<file path="config.mk">
export PLATFORM = sky130hd
export DESIGN_NAME = vga_fb_writer
export DESIGN_NICKNAME = d
export VERILOG_FILES = /design/src/rtl/vga_fb_writer.sv
export SDC_FILE = /design/constraint.sdc
export NUM_CORES = 1
export LEC_CHECK = 0
export CAP_MARGIN = 10
export CORE_MARGIN = 2
export CORE_UTILIZATION = 24
export CTS_CLUSTER_SIZE = 16
export DETAILED_ROUTE_END_ITERATION = 16
export PLACE_DENSITY = 0.53
export SLEW_MARGIN = 0
export SYNTH_ARGS = -nofsm -noshare
export SYNTH_HDL_FRONTEND = slang
export SYNTH_SLANG_ARGS = --single-unit
</file>
<file path="constraint.sdc">
create_clock -name clk -period 2.9 [get_ports clk]
set_input_delay 0.435 -clock clk [delete_from_list [all_inputs] [get_ports clk]]
set_output_delay 0.435 -clock clk [all_outputs]
set_load 0.05 [all_outputs]
</file>
<file path="src/rtl/vga_fb_writer.sv">
// vga_fb_writer
// Write side of the 256x192, 8-bit-per-pixel frame buffer. It accepts single
// pixel writes and a whole-screen clear command, and turns them into MCB
// write-port traffic.
//  - Pixels that fall in the same 32-bit word are coalesced in a holding
//    register. The word is then written once with a byte mask.
//  - A clear fills the screen with 384 bursts of 32 words each.
//
// Ports
//   clk, rst_n            : clock, asynchronous active-low reset
//   calib_done            : memory ready; nothing is accepted while low
//   px_valid/px_ready     : pixel request handshake (px_x, px_y, px_rgb)
//   flush                 : write out a pending partial word
//   clr_start, clr_rgb    : clear request and its colour
//   busy                  : pending word, flush or clear in progress
//   mem_cmd_*             : MCB command port (write only)
//   mem_wr_*              : MCB write-data port (underrun/error unused)
module vga_fb_writer #(
    parameter logic [29:0] FB_BASE = 30'h0000_0000
) (
    input  logic        clk,
    input  logic        rst_n,
    input  logic        calib_done,
    input  logic        px_valid,
    output logic        px_ready,
    input  logic [7:0]  px_x,
    input  logic [7:0]  px_y,
    input  logic [7:0]  px_rgb,
    input  logic        flush,
    input  logic        clr_start,
    input  logic [7:0]  clr_rgb,
    output logic        busy,
    output logic        mem_cmd_en,
    output logic [2:0]  mem_cmd_instr,
    output logic [5:0]  mem_cmd_bl,
    output logic [29:0] mem_cmd_byte_addr,
    input  logic        mem_cmd_full,
    output logic        mem_wr_en,
    output logic [31:0] mem_wr_data,
    output logic [3:0]  mem_wr_mask,
    input  logic        mem_wr_full,
    input  logic        mem_wr_underrun,
    input  logic        mem_wr_error
);

    typedef enum logic [2:0] {
        IDLE,
        WR_DATA,
        WR_CMD,
        CLR_DATA,
        CLR_CMD
    } state_t;

    localparam logic [8:0] LAST_BURST = 9'd383;
    localparam logic [7:0] SCREEN_H   = 8'd192;

    state_t      state_q, state_d;
    logic [29:0] addr_q, addr_d;
    logic [31:0] data_q, data_d;
    logic [3:0]  lane_q, lane_d;
    logic        dirty_q, dirty_d;
    logic        clr_pend_q, clr_pend_d;
    logic [7:0]  clr_rgb_q, clr_rgb_d;
    logic [8:0]  burst_q, burst_d;
    logic [4:0]  word_q, word_d;
    logic        run_q;

    logic [29:0] px_addr;
    logic        px_diff;
    logic        px_fire;
    logic        clr_fire;
    logic        hold_off;

    // The underrun and error flags are only reported by the memory controller.
    // This block does not react to them.
    logic unused_mem_flags;
    assign unused_mem_flags = mem_wr_underrun ^ mem_wr_error;

    assign px_addr  = FB_BASE + {14'd0, px_y, px_x[7:2], 2'b00};
    assign px_diff  = dirty_q && (px_addr != addr_q);
    assign hold_off = px_valid && px_diff;

    // run_q keeps px_ready low while reset is asserted and on the release edge.
    assign px_ready = run_q && calib_done && (state_q == IDLE) && !clr_pend_q
                      && !clr_start && !px_diff;
    assign px_fire  = px_valid && px_ready;
    assign clr_fire = clr_start && run_q && calib_done && (state_q == IDLE)
                      && !clr_pend_q;

    assign busy          = dirty_q || (state_q != IDLE) || clr_pend_q;
    assign mem_cmd_instr = 3'b000;

    always_comb begin
        state_d           = state_q;
        addr_d            = addr_q;
        data_d            = data_q;
        lane_d            = lane_q;
        dirty_d           = dirty_q;
        clr_pend_d        = clr_pend_q;
        clr_rgb_d         = clr_rgb_q;
        burst_d           = burst_q;
        word_d            = word_q;
        mem_wr_en         = 1'b0;
        mem_wr_data       = 32'd0;
        mem_wr_mask       = 4'b0000;
        mem_cmd_en        = 1'b0;
        mem_cmd_bl        = 6'd0;
        mem_cmd_byte_addr = 30'd0;

        unique case (state_q)
            IDLE: begin
                if (clr_pend_q) begin
                    clr_pend_d = 1'b0;
                    state_d    = CLR_DATA;
                end else if (clr_fire) begin
                    clr_rgb_d = clr_rgb;
                    burst_d   = 9'd0;
                    word_d    = 5'd0;
                    // A dirty word is written first. The clear waits in
                    // clr_pend with its colour already captured.
                    if (dirty_q) begin
                        clr_pend_d = 1'b1;
                        state_d    = WR_DATA;
                    end else begin
                        state_d = CLR_DATA;
                    end
                end else begin
                    if (px_fire && (px_y < SCREEN_H)) begin
                        if (!dirty_q) begin
                            addr_d = px_addr;
                            data_d = 32'd0;
                            lane_d = 4'b0000;
                        end
                        case (px_x[1:0])
                            2'd0: data_d[7:0]   = px_rgb;
                            2'd1: data_d[15:8]  = px_rgb;
                            2'd2: data_d[23:16] = px_rgb;
                            default: data_d[31:24] = px_rgb;
                        endcase
                        lane_d[px_x[1:0]] = 1'b1;
                        dirty_d           = 1'b1;
                    end
                    // The flush decision uses the merged view. A pixel and
                    // a flush in the same cycle therefore write the merged word.
                    if (dirty_d && ((lane_d == 4'b1111) || hold_off || flush)) begin
                        state_d = WR_DATA;
                    end
                end
            end

            WR_DATA: begin
                mem_wr_data = data_q;
                mem_wr_mask = ~lane_q;
                mem_wr_en   = !mem_wr_full;
                if (!mem_wr_full) begin
                    state_d = WR_CMD;
                end
            end

            WR_CMD: begin
                mem_cmd_en        = !mem_cmd_full;
                mem_cmd_byte_addr = addr_q;
                if (!mem_cmd_full) begin
                    dirty_d = 1'b0;
                    lane_d  = 4'b0000;
                    state_d = IDLE;
                end
            end

            CLR_DATA: begin
                mem_wr_data = {4{clr_rgb_q}};
                mem_wr_en   = !mem_wr_full;
                if (!mem_wr_full) begin
                    word_d = word_q + 5'd1;
                    if (word_q == 5'd31) begin
                        state_d = CLR_CMD;
                    end
                end
            end

            CLR_CMD: begin
                mem_cmd_en        = !mem_cmd_full;
                mem_cmd_bl        = 6'd31;
                mem_cmd_byte_addr = FB_BASE + {14'd0, burst_q, 7'd0};
                if (!mem_cmd_full) begin
                    if (burst_q == LAST_BURST) begin
                        burst_d = 9'd0;
                        state_d = IDLE;
                    end else begin
                        burst_d = burst_q + 9'd1;
                        state_d = CLR_DATA;
                    end
                end
            end

            default: begin
                state_d = IDLE;
            end
        endcase
    end

    always_ff @(posedge clk or negedge rst_n) begin
        if (!rst_n) begin
            state_q    <= IDLE;
            lane_q     <= 4'b0000;
            dirty_q    <= 1'b0;
            clr_pend_q <= 1'b0;
            burst_q    <= 9'd0;
            word_q     <= 5'd0;
            run_q      <= 1'b0;
        end else begin
            state_q    <= state_d;
            lane_q     <= lane_d;
            dirty_q    <= dirty_d;
            clr_pend_q <= clr_pend_d;
            burst_q    <= burst_d;
            word_q     <= word_d;
            run_q      <= 1'b1;
        end
    end

    // The payload registers are only read while the control state marks them
    // valid, so they are not reset.
    always_ff @(posedge clk) begin
        addr_q    <= addr_d;
        data_q    <= data_d;
        clr_rgb_q <= clr_rgb_d;
    end

endmodule

</file>
==> impl_metrics.csv <==
group,metric,value,unit
layout,area_growth,43.6,%
flow_run,cap_violations,0,
sta,worst_pin_slew,0.566,ns
clocking,clockBufferDepth,2,
worst_setup_path,cp_slowest_stage_delay,0.82,ns
synth,ys_types,54,
die,die_area,0.0182,sq mm
clocking,post_cts_buffers,0,
sta,fin_skew,0.00731,ns
sta,fin_hold_ws,0.500,ns
routing,wirelength,10700,microns
global_routing,grt_max_degree,35,
power,p_leak,2.36,nW
worst_setup_path,reg2reg_slack,0.62,ns
clocking,root_buffer,"clkbuf_16",
worst_setup_path,endpoint_kind,"output port",
worst_setup_path,required,2.47,ns
worst_setup_path,cp.depth,4,
routing,drt_iter0_drc,159,
synth,seq_area_frac_synth,0.540,
synth,synth_ff_type,"edfxtp_1",
routing,dr.pass1.iters,4,
die,core,0.0166,sq mm
power,p_per_area,838,mW/mm^2
layout,n_antenna_cell,0,
synth,syn_area,0.00411,sq mm
sta,max_freq,365,MHz
routing,wl_per_cell,15.8,microns
routing,postRouteAntennaNets,0,
sta,fin_tns_setup,0,ns
global_routing,grt_overflow_total,0,
layout,drive_gt1_frac,0.204,
place,dp_hpwl,7980,microns
sta,period_needed,2.74,ns
worst_setup_path,criticalPathCategory,"register to output port",
clocking,path_clk_slew,0.06,ns
sta,relSlewSlack,0.621,
die,floorplan.die.height,135,microns
global_routing,grt_pass1_vias,2932,
worst_setup_path,crit_end,"mem_wr_mask[0]",
worst_setup_path,crit_buf_inv,1,
routing,drc_errors,0,
place,port_buffers,98,
place,gp_congestion,0.802,
global_routing,grt_first_pass_wirelength,16600,microns
sta,drv_slew,0,
synth,synth_top_cell_by_area,"edfxtp_1",
min_path,hold_class,"input pin to asynchronous set/reset pin",
layout,multi_input_area,0.00169,sq mm
routing,vias_per_cell,4.51,
worst_setup_path,r2r-end,"data_q[30]$_SDFFCE_PN0P_",
synth,yosysWarnings,0,
clocking,cts_tree,"yes",
synth,synth_edf_count,54,
die,die_x,135,microns
worst_setup_path,reg2regPathDepth,6,
worst_setup_path,critPathTopFamily,"buffers and inverters",
power,ir_drop,0.648,mV
synth,synthDominantCellAreaShare,0.394,
clocking,numCtsBuffers,9,
layout,nNetsFinal,501,
die,initial_utilization,0.247,
global_routing,antenna_found_initial,0,
synth,yosysMostFrequentCell,"edfxtp_1",
sta,finalSetupViolCount,0,
global_routing,grtUsageTotal,0.118,
synth,synth_area_leaders,"edfxtp_1, dfrtp_1, a22o_1",
synth,async_reset_ff_frac,0.308,
die,num_rows,47,
clocking,hold_buffers,0,
synth,synth_common_cells,"edfxtp_1, a22o_1, and2_1, buf_4, dfrtp_1",
sta,hold_viol_final,0,
worst_setup_path,crit_start,"state_q[2]$_DFFE_PN0P_",
status,outcome,"completed",
worst_setup_path,regToRegStartpoint,"state_q[1]$_DFFE_PN0P_",
synth,ys_ff_latch,78,
clocking,cts_sinks,78,
layout,register_area,0.00222,sq mm
layout,n_fill_cell,1595,
worst_setup_path,start_kind,"register",
clocking,ctsHtreeMaxLevel,3,
worst_setup_path,cpMaxStageDelayCell,"clkdlybuf4s50_1",
clocking,clkLatencyLatePin,0.33,ns
routing,vias,3071,
die,ios,121,
sta,rsz0062_at_grt,"no",
worst_setup_path,cp_max_fo,9,
worst_setup_path,crit_chain,"nand2b_1, or2_2, nor2_1, clkdlybuf4s50_1",
synth,syn_avg_cell_area,11.7,sq um
worst_setup_path,crit_arrival,2.31,ns
sta,post-route-period-util,0.946,
clocking,cts_resized,0,
synth,synthCells,353,
placed cells by master, fill, tap and decap left out, drive strengths merged, types with 3 or more instances in the layout:
cell type,instances
conb,21
xor2,16
nor4,4
edfxtp,54
nand2,14
and2,32
nor2b,3
a22o,45
inv,8
clkdlybuf4s50,50
a32o,3
mux2i,5
nand2b,4
nor2,23
o31ai,4
buf,65
a21oi,4
and3,11
ha,3
nand4,4
o21a,4
nand3,7
clkbuf,9
dfrtp,24
o21ai,11
cells by family after synthesis:
group           synth area share
flops                      0.540
simple gates               0.159
other cells              0.00183
fa+ha+maj                0.00913
compound gates             0.172
mux                       0.0176
xor+xnor                  0.0341
buf+inv                   0.0663
layout make-up:
| class | count | area share |
|---|---|---|
| flip-flops and latches | 78 | 0.376 |
| repair buffers | 115 | 0.237 |
| clock inverters | 7 | 0.0131 |
| multi-input cells | 248 | 0.286 |
| well taps | 220 | 0.0466 |
| inverters | 4 | 0.00254 |
| clock buffers | 9 | 0.0381 |
power by group:
group	switching (mW)	internal, mW	total [mW]
Combinational	1.46	1.00	2.46
Clock	0.469	0.679	1.15
Sequential	0.0831	1.26	1.35
Total	2.01	2.94	4.95
worst min path at each step:
stage / cells past startpoint / end / slack [ns] / from
after floorplan: 0 / burst_q[0]$_DFFE_PN0P_ / 0.14 / rst_n
after global placement: 1 / word_q[1]$_DFFE_PN0P_ / 0.51 / word_q[1]$_DFFE_PN0P_
after detailed placement: 1 / word_q[1]$_DFFE_PN0P_ / 0.51 / word_q[1]$_DFFE_PN0P_
after CTS: 2 / state_q[0]$_DFFE_PN0P_ / 0.51 / rst_n
after global routing: 2 / lane_q[3]$_DFFE_PN0P_ / 0.53 / rst_n
final: 2 / run_q$_DFF_PN0_ / 0.50 / rst_n
layer usage:
layer  wire length (microns)  vias to the layer above  part of all wire  track usage
met1                    4840                     1510              0.45        0.158
met5                       0                        -                 0            0
met3                     337                        8             0.031       0.0169
li1                        -                     1475                 -            -
met4                     133                        0             0.012       0.0421
met2                    5430                       78              0.51        0.195
per-stage QoR:
step	cell area [sq um]	power [mW]	utilization	worst slack [ns]	cells
after global routing	5910	5.15	0.355	0.0238	681
after global placement	5610	3.82	0.337	0.216	665
after floorplan	4190	2.81	-	0.125	372
after detailed placement	5610	3.83	0.337	0.219	665
final	5910	4.95	0.355	0.157	681
after CTS	5910	4.99	0.355	0.133	681
sequential cells by signal, summed over array words and instances, names as in the netlist:
| register | flops |
|---|---|
| run_q | 1 |
| dirty_q | 1 |
| addr_q | 14 |
| data_q | 32 |
| state_q | 3 |
| burst_q | 9 |
| clr_pend_q | 1 |
| lane_q | 4 |
| word_q | 5 |
| clr_rgb_q | 8 |
worst reg2reg max path: cells and delay by family, from the launching register on:
kind,cells,cell delay [ns]
DFF,1,0.50
and+or+nand+nor,2,0.74
buffers and inverters,2,0.39
AOI/OAI and AO/OA,2,0.35
No activity file was read; power rests on OpenSTA's default activity.
==> RTL change 1, RTL diff (same settings) <==
Re-encode `state_t` (5 states) as one-hot, 5 bits wide.
--- a/src/rtl/vga_fb_writer.sv
+++ b/src/rtl/vga_fb_writer.sv
@@ -44,10 +44,10 @@
 );
 
-    typedef enum logic [2:0] {
-        IDLE,
-        WR_DATA,
-        WR_CMD,
-        CLR_DATA,
-        CLR_CMD
+    typedef enum logic [4:0] {
+        IDLE     = 5'b00001,
+        WR_DATA  = 5'b00010,
+        WR_CMD   = 5'b00100,
+        CLR_DATA = 5'b01000,
+        CLR_CMD  = 5'b10000
     } state_t;
 
Behaviour: same outputs for any inputs over 4 cycles, from zero or initial values and one cycle with rst_n low; so few cycles prove little.
==> RTL change 1 against the unedited design <==
- area after synthesis rose by 1.7%
- highest routed layer unchanged
- utilization fell by 0.77 points
- largest power group unchanged
- power is 15% lower
- non-clock buffer count shrank 5
- sequential cell count up 2
- worst setup slack improved by 38 ps
- final area grew 0.97%
- clock skew fell by 0.66 ps
- combinational power fell by 34%
- synthesized cell count is 16% higher
- routed wire length down 1.6%
==> RTL change 1: results (changes against the unedited design) <==
{| class="wikitable"
! Metric !! Value
|-
| Drt via density || 4.35 (was 4.51)
|-
| Sequential cell area || 0.00227 mm² (was 0.00222 mm²)
|-
| Commonest cells in the synthesized netlist || 91 x nand2_1, 54 x edfxtp_1, 31 x and2_1 (was 54 x edfxtp_1, 45 x a22o_1, 32 x and2_1)
|-
| FFs & Latches || 80 (was 78)
|-
| NumNets Final || 559 (was 501)
|-
| Total Routed Length || 10.6 mm (was 10.7 mm)
|-
| Largest cells by area after synthesis || edfxtp_1 39%, dfrtp_1 15%, nand2_1 8.2% (was edfxtp_1 39%, dfrtp_1 15%, a22o_1 9.6%)
|-
| Count of buffers not belonging to the clock network in the layout || 110 (was 115)
|-
| Maximum clock skew at final layout || 6.65 ps (was 7.31 ps)
|-
| Endpoint of the worst register-to-register path || state_q[4] (was data_q[30])
|-
| Proportion of layout cells with a drive suffix above 1 || 0.175 (was 0.204)
|-
| Multi-input logic portion of the cell area || 0.286 (about the same)
|-
| Run status || completed (unchanged)
|-
| Total die area || 0.0185 mm² (was 0.0182 mm²)
|-
| Maximum cell stage delay along the critical path || 490 ps (was 820 ps)
|-
| Worst slew margin relative to its limit || 0.518 (was 0.621)
|-
| Reg2reg path depth || 9 (was 6)
|-
| # clk buffers || 10 (was 9)
|-
| FFs w/ async S/R, synth || 0.325 (was 0.308)
|-
| Number of unique standard cell types used by synthesis || 56 (was 54)
|-
| Place WS || 159 ps (was 219 ps)
|-
| Startpoint of the most critical register-to-register path || word_q[0] (was state_q[1])
|-
| Filler-free cell count of the finished design || 744 (was 681)
|-
| Share of synthesized area occupied by flip-flops and latches || 0.544 (was 0.540)
|-
| Total routing usage reported by global routing || 0.117 (was 0.118)
|-
| Data arrival time of the critical path || 2270 ps (was 2310 ps)
|-
| Synth Area in Adders || 0.00897 (was 0.00912)
|-
| Multiplexer area fraction after synthesis || 0.00269 (was 0.0176)
|}
RTL change 1: cell count changes in the layout (fill, tap and decap cells not counted), sizes merged, moves of 5 or more:
cell / unedited run / this run
a22o: 45 / 8
o21ai: 11 / 18
nand2: 14 / 91
o22ai: 0 / 9
buf: 65 / 60
mux2i: 5 / 0
a21oi: 4 / 9
RTL change 1: kinds of logic after synthesis:
| family | count (synthesis) |
|---|---|
| compound gates | 59 |
| fa+ha+maj | 3 |
| flops | 80 |
| xor+xnor | 18 |
| simple gates | 201 |
| buf+inv | 46 |
| other cells | 2 |
| mux | 1 |
RTL change 1: worst max path at each step:
stage                     from                    end  slack [ps]  cells past startpoint
floorplan           state_q[3]  mem_cmd_byte_addr[10]         300                      5
global placement       px_y[6]              data_q[7]         190                      7
detailed placement     px_y[6]             data_q[23]         160                      7
CTS                 state_q[2]         mem_wr_mask[0]          10                      4
global route           px_y[6]               px_ready         120                      6
finish                 px_y[6]               px_ready         200                      6
RTL change 1: metrics by stage:
| stage | util | hold slack (ps) |
|---|---|---|
| floorplan | - | 139 |
| global placement | 0.330 | 497 |
| detailed placement | 0.330 | 515 |
| CTS | 0.347 | 487 |
| global route | 0.347 | 523 |
| finish | 0.347 | 490 |
RTL change 1: timing repair:
item                                    4_1_cts  5_1_grt
endpoints found under the hold margin         0        0
pin swaps                                     0        0
gates cloned                                  0        0
gates resized for setup                       1        3
endpoints found under the setup margin        1        3
RTL change 1: layer usage:
metal	up-vias	wire, µm	part of all wire	track usage
met5	-	0	0	0
li1	1594	-	-	-
met4	0	197	0.019	0.0509
met2	84	5190	0.49	0.191
met1	1546	4740	0.45	0.150
met3	15	444	0.042	0.0250
RTL change 1: report_power, final:
part	switching, mW	leakage [nW]	internal [mW]
combinational	0.987	1.58	0.640
clock	0.463	0.141	0.670
sequential	0.130	0.839	1.33
==> RTL change 2, RTL diff (config.mk and constraints unchanged) <==
Made on the original files. `word_q` no longer has a reset.
--- a/src/rtl/vga_fb_writer.sv
+++ b/src/rtl/vga_fb_writer.sv
@@ -207,5 +207,4 @@
             clr_pend_q <= 1'b0;
             burst_q    <= 9'd0;
-            word_q     <= 5'd0;
             run_q      <= 1'b0;
         end else begin
@@ -215,7 +214,10 @@
             clr_pend_q <= clr_pend_d;
             burst_q    <= burst_d;
-            word_q     <= word_d;
             run_q      <= 1'b1;
         end
+    end
+
+    always_ff @(posedge clk) begin
+        word_q <= word_d;
     end
 
Formal check against the unedited RTL: no difference found for any inputs over 4 cycles, from zero or initial values and one cycle with rst_n low; that may be too few to reach the edited logic, so the function may still have changed.
==> RTL change 2 against the unedited design <==
- count of clock-buffer cells in the layout stayed put
- power is 23% higher
- worst hold slack better by 52 ps
- register-to-register slack got worse by 230 ps
- sequential cell count unchanged
- final area grew 1.6%
- sequential power grew 6%
- routed wire length is 1.1% lower
- combinational power grew 46%
- area after synthesis down 1.3%
- cell count up 0.59%
- worst setup slack got worse by 49 ps
- first-iteration DRC count increased by 6.3%
- critical endpoint is now px_ready
==> RTL change 2: results (changes against the unedited design) <==
{| class="wikitable"
! Metric !! Value
|-
| Proportion of layout cells with a drive suffix above 1 || 0.196 (was 0.204)
|-
| Commonest cells in the synthesized netlist || 59 x edfxtp_1, 44 x a22o_1, 28 x and2_1 (was 54 x edfxtp_1, 45 x a22o_1, 32 x and2_1)
|-
| Mean area per synthesized cell || 11.5 µm² (was 11.7 µm²)
|-
| Maximum cell stage delay along the critical path || 440 ps (was 820 ps)
|-
| Core Area || 0.0166 mm² (about the same)
|-
| Inserted Clock Buffers || 9 (unchanged)
|-
| Number of search-and-repair iterations in the first detailed-routing pass || 4 (unchanged)
|-
| Share of synthesized area occupied by flip-flops and latches || 0.554 (was 0.540)
|-
| Run status || completed (unchanged)
|-
| Latest clock arrival within the worst-skew pair || 350 ps (was 330 ps)
|-
| FFs w/ async S/R, synth || 0.244 (was 0.308)
|-
| Global placer's final weighted congestion || 0.821 (was 0.802)
|-
| Total half-perimeter wirelength after legalization and detailed placement || 8.06 mm (was 7.98 mm)
|-
| Leading registers by flop count || data_q x32, addr_q x14, burst_q x9 (unchanged)
|-
| Drt via density || 4.43 (was 4.51)
|-
| Largest buffer count on any clock path || 2 (unchanged)
|-
| NumNets Final || 505 (was 501)
|-
| Min-delay worst type || reg -> reg (was in -> async)
|-
| Number of synthesized flops with an enable pin || 59 (was 54)
|-
| Ys Warns || 0 (unchanged)
|-
| Clock tree root driver cell || clkbuf_16 (unchanged)
|-
| Global-route wire length before repair || 16.9 mm (was 16.6 mm)
|-
| Total Routed Length || 10.6 mm (was 10.7 mm)
|-
| Place WS || -97.5 ps (was 219 ps)
|-
| Number of unique standard cell types used by synthesis || 45 (was 54)
|-
| Max IR drop VDD || 0.423 mV (was 0.648 mV)
|-
| Pin count of the biggest net entering global routing || 34 (was 35)
|-
| Total routing usage reported by global routing || 0.123 (was 0.118)
|-
| Count of routing violations after the opening detailed-route iteration || 169 (was 159)
|-
| Sequential cell area || 0.00225 mm² (was 0.00222 mm²)
|-
| Placed instance count || 669 (was 665)
|-
| Maximum clock skew at final layout || 6.63 ps (was 7.31 ps)
|-
| Largest cells by area after synthesis || edfxtp_1 44%, dfrtp_1 12%, a22o_1 9.5% (was edfxtp_1 39%, dfrtp_1 15%, a22o_1 9.6%)
|-
| Number of global-route vias before repair || 3149 (was 2932)
|-
| Cell type of the slowest stage on the worst timing path || clkdlybuf4s50_1 (unchanged)
|-
| Maximum fanout encountered on the critical timing path || 3 (was 9)
|-
| Number of antenna violations at the first check in global routing || 0 (unchanged)
|-
| Starting density of the core || 0.245 (was 0.247)
|-
| Actual slew at the worst max-slew pin || 894 ps (was 566 ps)
|-
| Leakage || 2.37 nW (was 2.36 nW)
|-
| Ys flop type || edfxtp_1 (unchanged)
|-
| Total of fill cells in the finished design || 1645 (was 1595)
|-
| Filler-free cell count of the finished design || 685 (was 681)
|}
## RTL change 2: changes by cell type after synthesis, moves of 5 or more
cell / unedited run / this run
and3_1: 11 / 19
dfrtp_1: 24 / 19
edfxtp_1: 54 / 59
mux2i_1: 5 / 0
nor2b_1: 3 / 9
## RTL change 2: timing repair
| item | in CTS | in global routing |
|---|---|---|
| buffers inserted | 0 | 0 |
| gates resized for setup | 0 | 3 |
| endpoints found under the setup margin | 0 | 2 |
| hold buffers | 0 | 0 |
## RTL change 2: power breakdown
group / internal (mW) / switching, mW
sequential: 1.31 / 0.114
clock: 0.588 / 0.478
combinational: 1.50 / 2.08
## RTL change 2: cell families after synthesis
kind of cell | count (synthesis) | share of synthesized area
and+or+nand+nor | 124 | 0.177
buffers and inverters | 46 | 0.0647
other | 2 | 0.00185
xor gates and xnor gates | 17 | 0.0367
AOI/OAI and AO/OA | 84 | 0.157
adders and majority gates | 3 | 0.00925
DFF | 78 | 0.554
## RTL change 2: metrics by stage
stage	hold WS [ps]	area, µm²	power, mW	setup TNS, ps	utilization
after detailed placement	539	5710	5.04	-1880	0.344
after global routing	577	6000	6.36	0	0.362
after global placement	526	5710	5.03	-1340	0.344
after CTS	551	5990	6.13	0	0.361
final	552	6000	6.07	0	0.362
after floorplan	139	4130	3.48	0	-
## RTL change 2: path summary, 6_finish.rpt
path	slack, ps	end	start	depth (start not counted)
hold reg to reg	550	burst_q[7]	burst_q[7]	1
hold / removal	550	burst_q[7]	burst_q[7]	1
max in group asynchronous	1750	state_q[2]	rst_n	1
setup reg to reg	390	data_q[24]	addr_q[13]	8
min in group asynchronous	590	burst_q[1]	rst_n	1
setup / recovery	110	px_ready	px_y[5]	8
## RTL change 2: metal layers
layer	track usage	part of all wire
met5	0	0
met3	0.0586	0.091
met1	0.156	0.46
met2	0.187	0.44
met4	0.0380	0.013
## RTL change 2: area by class of cell
cell class,count,share of cell area
Inverter,4,0.00250
Timing Repair Buffer,118,0.259
Multi-Input combinational cell,249,0.272
Sequential cell,78,0.374
Clock buffer,9,0.0375
Clock inverter,7,0.00938
Tap cell,220,0.0458
## RTL change 2: worst max-delay path, delay by kind of cell
family	cells	cell delay (ps)
xor+xnor	1	190
buf+inv	3	770
simple gates	4	960
